--- src/rtl/mem_access.sv ---
// MEM pipeline stage: issues loads/stores over the req/addr_ok/data_ok data-SRAM
// handshake, steers byte/half lanes and hands a registered result to write-back.
module mem_access #(
    parameter int ADDR_W = 32
) (
    input  logic              clk,
    input  logic              rst,
    input  logic              valid_i,
    input  logic [3:0]        memop_i,
    input  logic [31:0]       ex_wdata_i,
    input  logic [31:0]       store_data_i,
    input  logic              wreg_i,
    input  logic [4:0]        waddr_i,
    output logic              stall_o,
    output logic              data_sram_req_o,
    output logic              data_sram_wr_o,
    output logic [1:0]        data_sram_size_o,
    output logic [ADDR_W-1:0] data_sram_addr_o,
    output logic [31:0]       data_sram_wdata_o,
    output logic [3:0]        data_sram_wstrb_o,
    input  logic              data_sram_addr_ok_i,
    input  logic              data_sram_data_ok_i,
    input  logic [31:0]       data_sram_rdata_i,
    output logic              wb_valid_o,
    output logic              wb_we_o,
    output logic [4:0]        wb_waddr_o,
    output logic [31:0]       wb_wdata_o,
    output logic              addr_err_o,
    output logic [31:0]       badvaddr_o
);

    typedef enum logic [1:0] {ST_IDLE = 2'd0, ST_REQ = 2'd1, ST_WAIT = 2'd2} state_t;

    localparam logic [3:0] OP_LB  = 4'd1;
    localparam logic [3:0] OP_LBU = 4'd2;
    localparam logic [3:0] OP_LH  = 4'd3;
    localparam logic [3:0] OP_LHU = 4'd4;
    localparam logic [3:0] OP_LW  = 4'd5;
    localparam logic [3:0] OP_SB  = 4'd6;
    localparam logic [3:0] OP_SH  = 4'd7;
    localparam logic [3:0] OP_SW  = 4'd8;

    function automatic logic is_mem(input logic [3:0] op);
        return (op >= OP_LB) && (op <= OP_SW);
    endfunction

    function automatic logic is_store(input logic [3:0] op);
        return (op == OP_SB) || (op == OP_SH) || (op == OP_SW);
    endfunction

    function automatic logic [1:0] op_size(input logic [3:0] op);
        case (op)
            OP_LB, OP_LBU, OP_SB: return 2'd0;
            OP_LH, OP_LHU, OP_SH: return 2'd1;
            default:              return 2'd2;
        endcase
    endfunction

    function automatic logic misaligned(input logic [3:0] op, input logic [1:0] a);
        case (op_size(op))
            2'd1:    return a[0];
            2'd2:    return a != 2'd0;
            default: return 1'b0;
        endcase
    endfunction

    function automatic logic [31:0] store_wdata(input logic [3:0] op, input logic [31:0] sd);
        case (op)
            OP_SB:   return {4{sd[7:0]}};
            OP_SH:   return {2{sd[15:0]}};
            default: return sd;
        endcase
    endfunction

    function automatic logic [3:0] store_wstrb(input logic [3:0] op, input logic [1:0] o);
        case (op)
            OP_SB:   return 4'b0001 << o;
            OP_SH:   return o[1] ? 4'b1100 : 4'b0011;
            OP_SW:   return 4'b1111;
            default: return 4'b0000;
        endcase
    endfunction

    function automatic logic [31:0] load_extract(input logic [3:0] op, input logic [1:0] o,
                                                 input logic [31:0] rd);
        logic [7:0]  b;
        logic [15:0] h;
        b = rd[8*o +: 8];
        h = rd[16*o[1] +: 16];
        case (op)
            OP_LB:   return {{24{b[7]}}, b};
            OP_LBU:  return {24'd0, b};
            OP_LH:   return {{16{h[15]}}, h};
            OP_LHU:  return {16'd0, h};
            default: return rd;
        endcase
    endfunction

    state_t      state_r, state_nx_s;
    logic [3:0]  op_r;
    logic [1:0]  off_r;
    logic        wreg_r;
    logic [4:0]  waddr_r;
    logic        mem_op_s, misalign_s, done_s;
    logic [31:0] load_s;

    assign mem_op_s   = is_mem(memop_i);
    assign misalign_s = misaligned(memop_i, ex_wdata_i[1:0]);
    assign done_s     = ((state_r == ST_REQ) && data_sram_addr_ok_i && data_sram_data_ok_i) ||
                        ((state_r == ST_WAIT) && data_sram_data_ok_i);
    assign load_s     = load_extract(op_r, off_r, data_sram_rdata_i);
    assign stall_o    = (state_r != ST_IDLE);

    // Next-state logic for the handshake FSM.
    always_comb begin
        state_nx_s = state_r;
        case (state_r)
            ST_IDLE: begin
                if (valid_i && mem_op_s && !misalign_s) state_nx_s = ST_REQ;
                else                                    state_nx_s = ST_IDLE;
            end
            ST_REQ: begin
                if (data_sram_addr_ok_i) state_nx_s = data_sram_data_ok_i ? ST_IDLE : ST_WAIT;
                else                     state_nx_s = ST_REQ;
            end
            ST_WAIT: begin
                if (data_sram_data_ok_i) state_nx_s = ST_IDLE;
                else                     state_nx_s = ST_WAIT;
            end
            default: state_nx_s = ST_IDLE;
        endcase
    end

    // State, captured instruction, SRAM request and write-back registers.
    always_ff @(posedge clk) begin
        if (!rst) begin
            state_r           <= ST_IDLE;
            op_r              <= 4'd0;
            off_r             <= 2'd0;
            wreg_r            <= 1'b0;
            waddr_r           <= 5'd0;
            data_sram_req_o   <= 1'b0;
            data_sram_wr_o    <= 1'b0;
            data_sram_size_o  <= 2'd0;
            data_sram_addr_o  <= '0;
            data_sram_wdata_o <= 32'd0;
            data_sram_wstrb_o <= 4'd0;
            wb_valid_o        <= 1'b0;
            wb_we_o           <= 1'b0;
            wb_waddr_o        <= 5'd0;
            wb_wdata_o        <= 32'd0;
            addr_err_o        <= 1'b0;
            badvaddr_o        <= 32'd0;
        end else begin
            state_r    <= state_nx_s;
            wb_valid_o <= 1'b0;
            addr_err_o <= 1'b0;
            if ((state_r == ST_IDLE) && valid_i) begin
                if (!mem_op_s) begin
                    wb_valid_o <= 1'b1;
                    wb_we_o    <= wreg_i;
                    wb_waddr_o <= waddr_i;
                    wb_wdata_o <= ex_wdata_i;
                end else if (misalign_s) begin
                    addr_err_o <= 1'b1;
                    badvaddr_o <= ex_wdata_i;
                end else begin
                    op_r              <= memop_i;
                    off_r             <= ex_wdata_i[1:0];
                    wreg_r            <= wreg_i;
                    waddr_r           <= waddr_i;
                    data_sram_req_o   <= 1'b1;
                    data_sram_wr_o    <= is_store(memop_i);
                    data_sram_size_o  <= op_size(memop_i);
                    data_sram_addr_o  <= ex_wdata_i[ADDR_W-1:0];
                    data_sram_wdata_o <= store_wdata(memop_i, store_data_i);
                    data_sram_wstrb_o <= store_wstrb(memop_i, ex_wdata_i[1:0]);
                end
            end
            if ((state_r == ST_REQ) && data_sram_addr_ok_i) data_sram_req_o <= 1'b0;
            // Stores complete with a non-writing write-back pulse; wdata keeps its last value.
            if (done_s) begin
                wb_valid_o <= 1'b1;
                wb_waddr_o <= waddr_r;
                if (is_store(op_r)) begin
                    wb_we_o <= 1'b0;
                end else begin
                    wb_we_o    <= wreg_r;
                    wb_wdata_o <= load_s;
                end
            end
        end
    end

endmodule

--- config.mk ---
export PLATFORM = sky130hd
export DESIGN_NAME = mem_access
export DESIGN_NICKNAME = d
export VERILOG_FILES = /design/src/rtl/mem_access.sv
export SDC_FILE = /design/constraint.sdc
export NUM_CORES = 1
export LEC_CHECK = 0
export ABC_AREA = 1
export ABC_CLOCK_PERIOD_IN_PS = 2350
export BUFFER_PORTS_ARGS = -buffer_cell sky130_fd_sc_hd__clkbuf_2
export CORE_ASPECT_RATIO = 0.9
export CORE_MARGIN = 5
export CORE_UTILIZATION = 35
export DETAILED_ROUTE_END_ITERATION = 7
export GPL_TIMING_DRIVEN = 1
export PLACE_DENSITY = 0.57
export SETUP_SLACK_MARGIN = 0.02
export SLEW_MARGIN = 15
export SYNTH_ARGS = -nofsm -noshare
export SYNTH_HDL_FRONTEND = slang
export SYNTH_SLANG_ARGS = --single-unit
--- constraint.sdc ---
create_clock -name clk -period 2.35 [get_ports clk]
set_clock_uncertainty 0.2 [all_clocks]
set_input_delay 0.1175 -clock clk [delete_from_list [all_inputs] [get_ports clk]]
set_output_delay 0.1175 -clock clk [all_outputs]
set_load 0.02 [all_outputs]
**Word level (Yosys, flattened, before mapping)**

Index checks and enable logic that the tools add are counted.
W data, S select, Z words.

- Output and inout port bits: 145
- Word-level logic and storage cells: 92
- Register bits: 158

- Shift operators: 3
- Equal/unequal tests: 19
- Bitwise operators: 2
- Mux-type cells: 25
- Reductions and logical operators: 24
- Magnitude comparators: 2

Operators by type and width:

| kind | number |
|---|---|
| $mux W32 | 4 |
| $pmux W32 S4 | 1 |
| $pmux W32 S2 | 1 |
| $shiftx A32 B6 Y16 | 1 |
| $shiftx A32 B6 Y8 | 1 |
| $eq A4 B3 Y1 const B | 6 |
| $eq A4 B2 Y1 const B | 4 |
| $mux W5 | 3 |
| $pmux W4 S3 | 1 |
| $mux W1 | 9 |
| $reduce_and A3 Y1 | 3 |
| $eq A4 B1 Y1 const B | 2 |
| $eq A4 B4 Y1 const B | 2 |
| $logic_and A1 B1 Y1 | 7 |
| $pmux W2 S3 | 1 |
| $reduce_bool A2 Y1 | 3 |
| $reduce_or A3 Y1 | 2 |
| $logic_or A1 B1 Y1 | 5 |
| $eq A2 B1 Y1 const B | 2 |
| $eq A2 B2 Y1 const B | 2 |
| $ge A4 B1 Y1 const B | 1 |
| $le A4 B4 Y1 const B | 1 |
| $mux W2 | 2 |
| $mux W4 | 1 |
| 9 further kinds | 10 |

**Logic depth before layout (Yosys ltp)**

- Depth in word-level cells: 9
- Gate-level depth with buffers: 13

**Least setup slack after synthesis**

No wires, ideal clock.

- Path type: register to register
- From: register, netlist name data_sram_addr_o[0]
- To: register wb_wdata_o[22]
- Required time: 2.034 ns
- Path buffers: 2
- Slack: 0.412 ns
- Cell stages (with the launch flop): 10
- Data arrival time: 1.622 ns
- Library setup time: 0.116 ns
- Cells stage by stage: dfxtp_1 > buf_2 > inv_1 > o21ai_0 > nand2_1 > nand2_1 > nand2_1 > clkbuf_2 > o21ai_0 > nor2_1

RTL lines:

| what | RTL line | text |
|---|---|---|
| to (signal assigned) | 163 | `wb_wdata_o <= ex_wdata_i;` |
| to (signal assigned) | 189 | `wb_wdata_o <= load_s;` |
| to (decl) | 27 | `output logic [31:0] wb_wdata_o,` |

**Worst setup path in the final report**

- From: input memop_i[0]
- To: register data_sram_wdata_o[0]

- Longest elaborated chain between the ends: 7

RTL lines:

| what | RTL line | text |
|---|---|---|
| from (decl) | 9 | `input logic [3:0] memop_i,` |
| $eq A4 B3 Y1, or another cell as far along | 52 | `case (op)` |
| $reduce_or A3 Y1 | 52 |  |
| $pmux W2 S2 | 52 |  |
| $eq A2 B2 Y1 or $eq A2 B1 Y1 (tied branches) | 60 | `case (op_size(op))` |
| $pmux W1 S2 | 60 |  |
| $not A1 Y1 (no source line) | n/a |  |
| $reduce_and A3 Y1 (no source line) (*) | n/a |  |
| to (signal assigned) | 176 | `data_sram_wdata_o <= store_wdata(memop_i, store_data_i);` |
| to (decl) | 19 | `output logic [31:0] data_sram_wdata_o,` |

Every way passes the cells marked *; elsewhere a longest branch is shown, timed or not.
A chain may end at the register's enable or synchronous reset.

==> impl_metrics.env <==
export IMPL_fin_ws_ns=0.169
export IMPL_ff2ff_path_depth=10
export IMPL_startpoint_type="input pin"
export IMPL_drive_gt1_share_pct=21.2
export IMPL_worstSetupPathType="input pin to flop"
export IMPL_ys_types=26
export IMPL_finalCriticalPeriod_ns=2.18
export IMPL_finalSetupViolCount=0
export IMPL_synth_edf_count=0
export IMPL_fin_crit_sh_pct=92.8
export IMPL_fmaxAchievable_ghz=0.459
export IMPL_worstHoldEndpoint="wb_wdata_o[4]$_SDFF_PN0_"
export IMPL_ir_worst_vdd_v=0.000399
export IMPL_min_path_cells=5
export IMPL_clk_insertion_delay_late_ns=0.42
export IMPL_r2r_setup_slack_ns=0.20
export IMPL_ys_dominant_reg_cell="dfxtp_1"
export IMPL_dr_first_iter_drc_count=884
export IMPL_rows=52
export IMPL_area_growth_pct=40.5
export IMPL_status="finished clean"
export IMPL_start_util_pct=35.8
export IMPL_timing_critical_path_mode_cell="nand2_1"
export IMPL_die_x_um=170
export IMPL_gr_usage_all_layers_pct=23.2
export IMPL_synth_seq_area_share_pct=38.7
export IMPL_hold_path_class="input pin to flop"
export IMPL_cts_sinks=156
export IMPL_ios=256
export IMPL_worst_hold_startpoint="data_sram_rdata_i[4]"
export IMPL_postRouteAntennaNets=0
export IMPL_postSynthCellCount=1293
export IMPL_drc=0
export IMPL_viasPerCell=4.93
export IMPL_power_leakage_nw=5.78
export IMPL_max_slew_margin_pct=45.2
export IMPL_detail_route_first_pass_iterations=5
export IMPL_ys_ff_latch=156
export IMPL_grt_max_degree=82
export IMPL_cp_buffers_inverters=4
export IMPL_arrival_ns=2.33
export IMPL_critPathRequiredTime_ns=2.50
export IMPL_placed_area_um2=9690
export IMPL_power_w=0.00717
export IMPL_antenna_found_initial=0
export IMPL_cts_tree="built"
export IMPL_cp_top_family="buffers and inverters"
export IMPL_grt_pass1_vias=8748
export IMPL_wl_per_cell_um=16.3
export IMPL_clk_pin_slew_ns=0.06
export IMPL_rsz0062_at_grt="no"
export IMPL_final_common_cell="nand2_1"
export IMPL_gp_congestion=0.911
export IMPL_setup_tns_ns=0
export IMPL_wirelength_mm=31.5
export IMPL_cp_slowest_cell="dlygate4sd3_1"
export IMPL_fill_cells=2302
export IMPL_power_density_nw_per_um2=632
export IMPL_hold_viol_final=0
export IMPL_final_nets=1731
export IMPL_syn_area_um2=8080
export IMPL_async_reset_ff_share_pct=0
export IMPL_die_area_um2=26200
export IMPL_ff_latch_area_um2=3130
export IMPL_cts_max_level=4
export IMPL_cts_buffers=17
export IMPL_cts_root_buf="clkbuf_16"
export IMPL_syn_area_per_cell_um2=6.25
export IMPL_coreArea_um2=22600
export IMPL_tightest_slew_ns=0.822
export IMPL_cap_violations=0
export IMPL_pre_cts_ws_ns=0.320
export IMPL_cp_cell_sequence="dlygate4sd3_1 > clkbuf_2 > nor2_1 > nand2_1 > nand2_1 > nand2_2 > nor2_4 > buf_12 > buf_4 > nand4_1 > a21oi_1"
export IMPL_r2r_start="op_r[0]$_SDFFE_PN0P_"
export IMPL_num_vias=9511
export IMPL_crit_path_max_incr_delay_ns=0.55
export IMPL_cts_buffer_depth=2
export IMPL_place_hpwl_mm=22.2
export IMPL_fin_util_pct=50.2
export IMPL_grt_pass1_wl_mm=48.8
export IMPL_synth_nets=1404
export IMPL_portBuffers=255
export IMPL_yosysWarnings=0
export IMPL_final_max_slew_viol_count=0
export IMPL_crit_path_end_kind="flop"
export IMPL_multi_input_area_um2=3980
export IMPL_stdcell_area_um2=11300
export IMPL_final_cell_mix="386 x nand2_1, 255 x clkbuf_2, 154 x dfxtp_1"
export IMPL_grt_ovfl_total=0
export IMPL_fp_dieH_um=154
export IMPL_cp_max_fo=66
export IMPL_r2r_end="wb_wdata_o[5]$_SDFF_PN0_"
## layout make-up
class                   count  area share, %
diodes                      1         0.0221
clock buffers              19           3.99
clock inverters            13          0.904
inverters                 156           5.16
multi-input cells         889           35.1
flip-flops and latches    156           27.6
well taps                 297           3.28
repair buffers            400           24.0
## report_power, final
| part | switching (W) | leakage, nW | total [W] | internal [W] |
|---|---|---|---|---|
| Clock | 0.00122 | 0.273 | 0.00266 | 0.00143 |
| Combinational | 0.00104 | 4.23 | 0.00162 | 0.000588 |
| Sequential | 0.0000925 | 1.27 | 0.00289 | 0.00280 |
## registers in the layout (all words and copies together), names as in the netlist, 4 cells and up
signal             cells
op_r                   4
badvaddr_o            32
data_sram_addr_o      32
waddr_r                5
wb_wdata_o            32
wb_waddr_o             5
data_sram_wdata_o     32
data_sram_wstrb_o      4
## cells in the mapped netlist (2+ instances only)
cell type	n	area, µm²
nor2_1	139	522
clkbuf_1	36	135
nand4_1	84	526
o21ai_0	63	315
buf_4	7	52.6
buf_1	10	37.5
nand3b_1	2	15.0
inv_1	152	571
and3_1	7	43.8
a31oi_1	4	25.0
a21oi_1	111	556
nand2_2	5	31.3
nand3_1	79	395
buf_2	38	190
inv_2	3	11.3
dfxtp_1	156	3120
nand2_1	387	1450
o211ai_1	2	15.0
## logic make-up after synthesis
logic type | after synthesis | share of synthesized area [%]
DFF | 156 | 38.7
and+or+nand+nor | 707 | 37.4
AOI/OAI and AO/OA | 182 | 11.5
buffers and inverters | 248 | 12.5
## metrics by stage
step                      hold WS [ns]  std cells
after floorplan                -0.0109       1293
after global placement          0.0974       1791
after detailed placement        0.0972       1791
after CTS                     0.000965       1930
after global routing            0.0748       1930
final                           0.0183       1931
## how the worst max path moves through the flow
stage                                                start                                end  slack (ns)  cells after the start
final                                           memop_i[0]  data_sram_wdata_o[0]$_SDFFE_PN0P_        0.17                     11
after global routing                  op_r[0]$_SDFFE_PN0P_           wb_wdata_o[5]$_SDFF_PN0_        0.02                     10
after CTS                             op_r[0]$_SDFFE_PN0P_           wb_wdata_o[5]$_SDFF_PN0_        0.12                     10
after detailed placement                        memop_i[2]   data_sram_addr_o[1]$_SDFFE_PN0P_        0.32                     11
after global placement                          memop_i[2]   data_sram_addr_o[1]$_SDFFE_PN0P_        0.29                     11
after floorplan           data_sram_addr_o[0]$_SDFFE_PN0P_          wb_wdata_o[22]$_SDFF_PN0_        0.41                      9
## tightest hold or removal path, cell delays in order
cell and delay, ns:
clkbuf_2 0.09, inv_1 0.05, o21ai_0 0.15, nor2_1 0.09
nor2_1 0.10
## metal layers
layer	up-vias	part of all wire (%)	GRT usage (%)
li1	4789	-	-
met1	4245	46	34.1
met2	413	43	34.1
met3	64	7.7	3.49
met4	0	3.2	8.59
met5	-	0	0
## repair_timing
item                                    4_1_cts  5_1_grt
buffers inserted                              0        0
endpoints found under the hold margin       150        0
resized for setup                             0        8
hold buffers                                107        0
endpoints found under the setup margin        0        1
Note: power is estimated with default switching activity, not from simulation.
